### src/rtl/display_scanout_if.sv
// Scan-out bus: frame-buffer read port, host swap handshake and display PHY outputs.
// master = scan-out engine, slave = its environment (buffers, writer, PHY).
interface display_scanout_if #(
    parameter int ADDR_W = 20
);
    logic              enable;
    logic              swap_req;
    logic              swap_ack;
    logic              disp_sel;
    logic              re0;
    logic              re1;
    logic [ADDR_W-1:0] addr;
    logic [7:0]        r0, b0, g0;
    logic [7:0]        r1, b1, g1;
    logic [7:0]        pix_r, pix_g, pix_b;
    logic              de;
    logic              hsync;
    logic              vsync;
    logic              frame_start;

    modport master (
        input  enable, swap_req, r0, b0, g0, r1, b1, g1,
        output swap_ack, disp_sel, re0, re1, addr,
               pix_r, pix_g, pix_b, de, hsync, vsync, frame_start
    );

    modport slave (
        output enable, swap_req, r0, b0, g0, r1, b1, g1,
        input  swap_ack, disp_sel, re0, re1, addr,
               pix_r, pix_g, pix_b, de, hsync, vsync, frame_start
    );
endinterface

### src/rtl/display_scanout.sv
// Raster scan-out engine: ping-pong frame-buffer reader with raster timing and
// frame-boundary buffer swaps; one register stage between issue and display.
module display_scanout #(
    parameter int H_ACTIVE = 100,
    parameter int H_FP     = 4,
    parameter int H_SYNC   = 8,
    parameter int H_BP     = 4,
    parameter int V_ACTIVE = 100,
    parameter int V_FP     = 2,
    parameter int V_SYNC   = 2,
    parameter int V_BP     = 2,
    parameter int ADDR_W   = 20
) (
    input  logic              clk,
    input  logic              reset,
    display_scanout_if.master bus
);
    localparam int H_TOTAL = H_ACTIVE + H_FP + H_SYNC + H_BP;
    localparam int V_TOTAL = V_ACTIVE + V_FP + V_SYNC + V_BP;
    localparam int HW      = $clog2(H_TOTAL);
    localparam int VW      = $clog2(V_TOTAL);

    localparam logic [HW-1:0] H_ACT  = HW'(H_ACTIVE);
    localparam logic [HW-1:0] H_LAST = HW'(H_TOTAL - 1);
    localparam logic [HW-1:0] HS_BEG = HW'(H_ACTIVE + H_FP);
    localparam logic [HW-1:0] HS_END = HW'(H_ACTIVE + H_FP + H_SYNC);
    localparam logic [VW-1:0] V_ACT  = VW'(V_ACTIVE);
    localparam logic [VW-1:0] V_LAST = VW'(V_TOTAL - 1);
    localparam logic [VW-1:0] VS_BEG = VW'(V_ACTIVE + V_FP);
    localparam logic [VW-1:0] VS_END = VW'(V_ACTIVE + V_FP + V_SYNC);

    typedef enum logic {IDLE, SCAN} state_t;

    state_t            r_state;
    logic [HW-1:0]     r_h;
    logic [VW-1:0]     r_v;
    logic [ADDR_W-1:0] r_cnt;
    logic [ADDR_W-1:0] r_hold;
    logic              r_sel, r_pend, r_ack;
    logic              r_de, r_hs, r_vs, r_fs, r_sel_d;

    logic              w_scan, w_active, w_boundary, w_start, w_swap;
    logic              w_hs, w_vs, w_fs;
    logic [23:0]       w_pix;

    assign w_scan     = (r_state == SCAN);
    assign w_active   = w_scan && (r_h < H_ACT) && (r_v < V_ACT);
    assign w_boundary = w_scan && (r_h == H_LAST) && (r_v == V_LAST);
    assign w_start    = (r_state == IDLE) && bus.enable;
    // A request arriving on the boundary cycle itself is honoured there.
    assign w_swap     = (w_boundary || w_start) && (r_pend || bus.swap_req);
    assign w_hs       = w_scan && (r_h >= HS_BEG) && (r_h < HS_END);
    assign w_vs       = w_scan && (r_v >= VS_BEG) && (r_v < VS_END);
    assign w_fs       = w_scan && (r_h == '0) && (r_v == '0);

    always_ff @(posedge clk) begin
        if (reset) begin
            r_state <= IDLE;
            r_h     <= '0;
            r_v     <= '0;
            r_cnt   <= '0;
            r_hold  <= '0;
            r_sel   <= 1'b0;
            r_pend  <= 1'b0;
            r_ack   <= 1'b0;
            r_de    <= 1'b0;
            r_hs    <= 1'b0;
            r_vs    <= 1'b0;
            r_fs    <= 1'b0;
            r_sel_d <= 1'b0;
        end else begin
            r_ack <= w_swap;
            if (w_swap) begin
                r_sel  <= ~r_sel;
                r_pend <= 1'b0;
            end else if (bus.swap_req) begin
                r_pend <= 1'b1;
            end

            case (r_state)
                IDLE: begin
                    r_h <= '0;
                    r_v <= '0;
                    if (bus.enable) r_state <= SCAN;
                end
                SCAN: begin
                    // r_hold keeps the last issued address visible during blanking.
                    if (w_active) begin
                        r_hold <= r_cnt;
                        r_cnt  <= r_cnt + ADDR_W'(1);
                    end
                    if (r_h == H_LAST) begin
                        r_h <= '0;
                        r_v <= (r_v == V_LAST) ? '0 : r_v + 1'b1;
                    end else begin
                        r_h <= r_h + 1'b1;
                    end
                    if (w_boundary) begin
                        r_cnt  <= '0;
                        r_hold <= '0;
                        if (!bus.enable) r_state <= IDLE;
                    end
                end
                default: r_state <= IDLE;
            endcase

            r_de    <= w_active;
            r_hs    <= w_hs;
            r_vs    <= w_vs;
            r_fs    <= w_fs;
            r_sel_d <= r_sel;
        end
    end

    assign bus.re0      = w_active && !r_sel;
    assign bus.re1      = w_active &&  r_sel;
    assign bus.addr     = w_active ? r_cnt : r_hold;
    assign bus.swap_ack = r_ack;
    assign bus.disp_sel = r_sel;

    // Buffer data arrives one cycle after re, lining up with the delayed de.
    assign w_pix = !r_de   ? 24'd0 :
                   r_sel_d ? {bus.g1, bus.b1, bus.r1} : {bus.g0, bus.b0, bus.r0};

    assign bus.pix_r       = w_pix[7:0];
    assign bus.pix_b       = w_pix[15:8];
    assign bus.pix_g       = w_pix[23:16];
    assign bus.de          = r_de;
    assign bus.hsync       = r_hs;
    assign bus.vsync       = r_vs;
    assign bus.frame_start = r_fs;
endmodule
### src/flat_wrapper.sv
// flat-port wrapper written by rule: the top's interface ports become plain ports
module display_scanout_flat 
#(
    parameter int H_ACTIVE = 100,
    parameter int H_FP     = 4,
    parameter int H_SYNC   = 8,
    parameter int H_BP     = 4,
    parameter int V_ACTIVE = 100,
    parameter int V_FP     = 2,
    parameter int V_SYNC   = 2,
    parameter int V_BP     = 2,
    parameter int ADDR_W   = 20
)
  (clk, reset, bus_enable, bus_swap_req, bus_r0, bus_b0, bus_g0, bus_r1, bus_b1, bus_g1, bus_swap_ack, bus_disp_sel, bus_re0, bus_re1, bus_addr, bus_pix_r, bus_pix_g, bus_pix_b, bus_de, bus_hsync, bus_vsync, bus_frame_start);
  display_scanout_if #(.ADDR_W(ADDR_W)) bus_i ();
  input  logic clk;
  input  logic reset;
  input wire logic [$bits(bus_i.enable)-1:0] bus_enable;
  input wire logic [$bits(bus_i.swap_req)-1:0] bus_swap_req;
  input wire logic [$bits(bus_i.r0)-1:0] bus_r0;
  input wire logic [$bits(bus_i.b0)-1:0] bus_b0;
  input wire logic [$bits(bus_i.g0)-1:0] bus_g0;
  input wire logic [$bits(bus_i.r1)-1:0] bus_r1;
  input wire logic [$bits(bus_i.b1)-1:0] bus_b1;
  input wire logic [$bits(bus_i.g1)-1:0] bus_g1;
  output wire logic [$bits(bus_i.swap_ack)-1:0] bus_swap_ack;
  output wire logic [$bits(bus_i.disp_sel)-1:0] bus_disp_sel;
  output wire logic [$bits(bus_i.re0)-1:0] bus_re0;
  output wire logic [$bits(bus_i.re1)-1:0] bus_re1;
  output wire logic [$bits(bus_i.addr)-1:0] bus_addr;
  output wire logic [$bits(bus_i.pix_r)-1:0] bus_pix_r;
  output wire logic [$bits(bus_i.pix_g)-1:0] bus_pix_g;
  output wire logic [$bits(bus_i.pix_b)-1:0] bus_pix_b;
  output wire logic [$bits(bus_i.de)-1:0] bus_de;
  output wire logic [$bits(bus_i.hsync)-1:0] bus_hsync;
  output wire logic [$bits(bus_i.vsync)-1:0] bus_vsync;
  output wire logic [$bits(bus_i.frame_start)-1:0] bus_frame_start;
  assign bus_i.enable = bus_enable;
  assign bus_i.swap_req = bus_swap_req;
  assign bus_i.r0 = bus_r0;
  assign bus_i.b0 = bus_b0;
  assign bus_i.g0 = bus_g0;
  assign bus_i.r1 = bus_r1;
  assign bus_i.b1 = bus_b1;
  assign bus_i.g1 = bus_g1;
  assign bus_swap_ack = bus_i.swap_ack;
  assign bus_disp_sel = bus_i.disp_sel;
  assign bus_re0 = bus_i.re0;
  assign bus_re1 = bus_i.re1;
  assign bus_addr = bus_i.addr;
  assign bus_pix_r = bus_i.pix_r;
  assign bus_pix_g = bus_i.pix_g;
  assign bus_pix_b = bus_i.pix_b;
  assign bus_de = bus_i.de;
  assign bus_hsync = bus_i.hsync;
  assign bus_vsync = bus_i.vsync;
  assign bus_frame_start = bus_i.frame_start;
  display_scanout #(.H_ACTIVE(H_ACTIVE), .H_FP(H_FP), .H_SYNC(H_SYNC), .H_BP(H_BP), .V_ACTIVE(V_ACTIVE), .V_FP(V_FP), .V_SYNC(V_SYNC), .V_BP(V_BP), .ADDR_W(ADDR_W)) u_core (.clk(clk), .reset(reset), .bus(bus_i));
endmodule
### config.mk
export PLATFORM = sky130hd
export DESIGN_NAME = display_scanout_flat
export DESIGN_NICKNAME = d
export VERILOG_FILES = /design/src/rtl/display_scanout_if.sv /design/src/rtl/display_scanout.sv /design/src/flat_wrapper.sv
export SDC_FILE = /design/constraint.sdc
export NUM_CORES = 1
export LEC_CHECK = 0
export CORE_AREA = 2 2 120 122
export DETAILED_ROUTE_END_ITERATION = 16
export DIE_AREA = 0 0 122 124
export PLACE_DENSITY = 0.53
export SLEW_MARGIN = 30
export SYNTH_ARGS = -nofsm -noshare
export SYNTH_HDL_FRONTEND = slang
export SYNTH_SLANG_ARGS = --single-unit
### constraint.sdc
create_clock -name clk -period 3.55 [get_ports clk]
set_input_delay 0.71 -clock clk [delete_from_list [all_inputs] [get_ports clk]]
set_output_delay 0.71 -clock clk [all_outputs]
set_load 0.005 [all_outputs]
==> out/summary.json <==
{
  "syn2layout_area_growth": {"value": 41.27, "unit": "%"},
  "pin_count_of_the_biggest_net_entering_global_routing": {"value": 33},
  "synth_seq_area_share": {"value": 34.46, "unit": "%"},
  "share_of_the_clock_period_used_by_the_worst_path_after_layout": {"value": 90.68, "unit": "%"},
  "dieHeight": {"value": 124, "unit": "µm"},
  "die-width": {"value": 122, "unit": "µm"},
  "place_congestion": {"value": 0.7903},
  "drt-wirelength-per-cell": {"value": 14.82, "unit": "µm"},
  "slew_headroom": {"value": 48.39, "unit": "%"},
  "boundaryPins": {"value": 104},
  "holdBufCountCts": {"value": 0},
  "post-dp-hpwl": {"value": 7.040, "unit": "mm"},
  "ant_nets": {"value": 0},
  "fmax": {"value": 310.6, "unit": "MHz"},
  "synthesis.area_per_instance": {"value": 9.606, "unit": "µm²"},
  "drt-initial-drc-count": {"value": 106},
  "syn-instance-count": {"value": 381},
  "via_per_inst": {"value": 5.000},
  "cellLeakagePower": {"value": 1.741, "unit": "nW"},
  "die_area": {"value": 0.01513, "unit": "mm²"},
  "num_antenna_cells": {"value": 0},
  "critical_path.endpoint_type": {"value": "output pin"},
  "post_synth_num_cell_types": {"value": 51},
  "setup-tns-final": {"value": 0, "unit": "ns"},
  "final_cell_area": {"value": 0.005170, "unit": "mm²"},
  "power.density": {"value": 364.9, "unit": "mW/mm²"},
  "timing.final.crit_period": {"value": 3.219, "unit": "ns"},
  "firstDrtPassIters": {"value": 5},
  "run_status": {"value": "completed"},
  "place_area": {"value": 0.004838, "unit": "mm²"},
  "numPortBuffers": {"value": 103},
  "clk_transition_reported_paths": {"value": 0.06, "unit": "ns"},
  "vdd_drop_max": {"value": 0.1844, "unit": "mV"},
  "min_path_type": {"value": "flop to flop"},
  "final_core_utilization": {"value": 37.68, "unit": "%"},
  "clock_insertion_delay_worst_skew": {"value": 0.32, "unit": "ns"},
  "dp_worst_setup_slack": {"value": 0.7099, "unit": "ns"},
  "via_count": {"value": 3295},
  "floorplan.initialDensity": {"value": 26.68, "unit": "%"},
  "filler_cell_count": {"value": 1361},
  "cp_cell_sequence": {"value": "o311ai_4, nand3_2, buf_4, mux2_2, clkdlybuf4s50_1"},
  "post_cts_buffers": {"value": 0},
  "track_usage": {"value": 12.54, "unit": "%"},
  "critical-path-max-stage-delay": {"value": 0.50, "unit": "ns"},
  "setup_viol_count_final": {"value": 0},
  "syn-cell-area": {"value": 0.003660, "unit": "mm²"},
  "post_route_cells_drive_above_1_share": {"value": 11.69, "unit": "%"},
  "ys_seq_elements": {"value": 63},
  "antenna_found_initial": {"value": 0},
  "maxCapViolCount": {"value": 0},
  "worst-setup-path-type": {"value": "flop to output pin"},
  "timing_worst_slew_pin_value": {"value": 0.7713, "unit": "ns"},
  "cts_resized": {"value": 0},
  "final_max_slew_viol_count": {"value": 0},
  "slowest_stage": {"value": "sky130_fd_sc_hd__clkdlybuf4s50_1"},
  "worst-endpoint-arrival": {"value": 2.51, "unit": "ns"},
  "cp_max_fo": {"value": 11},
  "yosys_warn_count": {"value": 0},
  "async_reset_ff_share": {"value": 0, "unit": "%"},
  "nNetsFinal": {"value": 532},
  "seq_cell_area": {"value": 0.001261, "unit": "mm²"},
  "cts_tree": {"value": "done"},
  "grt_pass1_vias": {"value": 3075},
  "number_of_nets_in_the_synthesized_netlist": {"value": 439},
  "first_pass_grt_wire_length": {"value": 15.44, "unit": "mm"},
  "finalWorstSetupSlack": {"value": 0.3308, "unit": "ns"},
  "finalHoldViolations": {"value": 0},
  "crit_path_start_kind": {"value": "flop"},
  "synth_top_flop_cell": {"value": "sky130_fd_sc_hd__dfxtp_1"},
  "worst_ep_required_time": {"value": 2.84, "unit": "ns"},
  "rows": {"value": 43},
  "core_area": {"value": 0.01372, "unit": "mm²"},
  "clock_sinks": {"value": 63},
  "grt_setup_unrepaired": {"value": "no"},
  "cts_max_level": {"value": 3},
  "clock-skew-final": {"value": 0.006858, "unit": "ns"},
  "cts_root_buffer": {"value": "sky130_fd_sc_hd__clkbuf_16"},
  "numCtsBuffers": {"value": 9},
  "total_congestion_overflow": {"value": 0},
  "cts-root-to-sink-buffers": {"value": 2},
  "synth-edff-count": {"value": 0},
  "route.detailed.drc": {"value": 0},
  "wl": {"value": 9.769, "unit": "mm"},
  "post-layout-total-power": {"value": 1.886, "unit": "mW"},
  "multi_input_area": {"value": 0.002216, "unit": "mm²"}
}
[routing by layer]
metal  up-vias  routed length, µm  GRT usage [%]
li1       1617                  -              -
met1      1549               4598          16.89
met2       122               4266          20.15
met3         7                830          2.747
met4         0                 74          3.664
met5         -                  0              0
[synth_stat cells (4+ instances only)]
| cell type | n | area share [%] |
|---|---|---|
| sky130_fd_sc_hd__nand4_1 | 6 | 1.0 |
| sky130_fd_sc_hd__o21ai_0 | 5 | 0.68 |
| sky130_fd_sc_hd__a2111oi_1 | 6 | 1.6 |
| sky130_fd_sc_hd__nand3_1 | 31 | 4.2 |
| sky130_fd_sc_hd__and3_1 | 6 | 1.0 |
| sky130_fd_sc_hd__a211oi_1 | 4 | 0.82 |
| sky130_fd_sc_hd__a31oi_1 | 4 | 0.68 |
| sky130_fd_sc_hd__nand3b_1 | 15 | 3.1 |
| sky130_fd_sc_hd__buf_2 | 13 | 1.8 |
| sky130_fd_sc_hd__nor2b_1 | 24 | 4.1 |
| sky130_fd_sc_hd__xnor2_1 | 4 | 0.96 |
| sky130_fd_sc_hd__nand2_1 | 15 | 1.5 |
| sky130_fd_sc_hd__mux2_2 | 18 | 5.5 |
| sky130_fd_sc_hd__nor2_1 | 17 | 1.7 |
| sky130_fd_sc_hd__mux2i_1 | 40 | 11 |
| sky130_fd_sc_hd__clkbuf_1 | 14 | 1.4 |
| sky130_fd_sc_hd__nand2b_1 | 4 | 0.68 |
| sky130_fd_sc_hd__and4_1 | 5 | 1.2 |
| sky130_fd_sc_hd__and2_1 | 5 | 0.85 |
| sky130_fd_sc_hd__ha_1 | 6 | 2.1 |
| sky130_fd_sc_hd__nor4_1 | 4 | 0.68 |
| sky130_fd_sc_hd__a32o_1 | 20 | 5.5 |
| sky130_fd_sc_hd__a21oi_1 | 11 | 1.5 |
| sky130_fd_sc_hd__dfxtp_1 | 63 | 34 |
| sky130_fd_sc_hd__inv_1 | 9 | 0.92 |
[cell type report]
class	instances	share of cell area, %
clock inverters	6	1.791
clock buffers	10	4.622
well taps	180	4.356
inverters	10	0.7260
repair buffers	112	21.25
multi-input cells	278	42.86
flip-flops and latches	63	24.39
[kinds of logic after synthesis]
kind of cell / synth area share [%]
simple gates: 23.83
mux: 16.79
buf+inv: 4.991
compound gates: 16.21
fa+ha+maj: 2.051
flops: 34.46
xor+xnor: 1.675
[worst paths after layout]
kind | cells past startpoint | start | end | slack (ns)
worst max register to register | 5 | u_core.r_v[2] | u_core.r_hold[17] | 1.15
worst max-delay path | 5 | u_core.r_v[2] | bus_addr[6] | 0.33
worst min-delay path | 1 | u_core.r_h[0] | u_core.r_h[0] | 0.47
worst min register to register | 1 | u_core.r_h[0] | u_core.r_h[0] | 0.47
[per-stage QoR]
step           hold WS (ns)  std cells
3_5_place_dp         0.4523        643
2_1_floorplan        0.4256        381
3_3_place_gp         0.4446        643
4_1_cts              0.4647        659
5_1_grt              0.5117        659
6_report             0.4660        659
[where the power goes]
part	total (mW)	internal, mW	switching (mW)
combinational	0.196	0.116	0.0807
clock	0.965	0.637	0.328
sequential	0.725	0.716	0.00928
[worst max-delay path, delay by kind of cell, from the launching register on]
kind            cells  cell delay [ns]
compound gates      1             0.43
flops               1             0.40
simple gates        1             0.32
buf+inv             2             0.80
mux                 1             0.24
[registers in the layout (all words and copies together) (netlist names), 7 cells and up]
signal,cells
u_core.r_v,7
u_core.r_h,7
u_core.r_hold,20
u_core.r_cnt,20
[placed cells by master (no fill, tap or decap), types with 6 or more instances in the layout]
cell type | netlist | layout
sky130_fd_sc_hd__clkdlybuf4s50_1 | 0 | 103
sky130_fd_sc_hd__dfxtp_1 | 63 | 63
sky130_fd_sc_hd__mux2i_1 | 40 | 40
sky130_fd_sc_hd__nand3_1 | 31 | 31
sky130_fd_sc_hd__nor2b_1 | 24 | 24
sky130_fd_sc_hd__a32o_1 | 20 | 20
sky130_fd_sc_hd__mux2_2 | 18 | 18
sky130_fd_sc_hd__nor2_1 | 17 | 17
sky130_fd_sc_hd__nand2_1 | 15 | 15
sky130_fd_sc_hd__nand3b_1 | 15 | 15
sky130_fd_sc_hd__a21oi_1 | 11 | 11
sky130_fd_sc_hd__inv_1 | 9 | 9
sky130_fd_sc_hd__clkbuf_16 | 0 | 9
sky130_fd_sc_hd__buf_4 | 0 | 9
sky130_fd_sc_hd__and3_1 | 6 | 6
sky130_fd_sc_hd__nand4_1 | 6 | 6
sky130_fd_sc_hd__a2111oi_1 | 6 | 6
sky130_fd_sc_hd__ha_1 | 6 | 6
No activity file was read; power rests on OpenSTA's default activity.
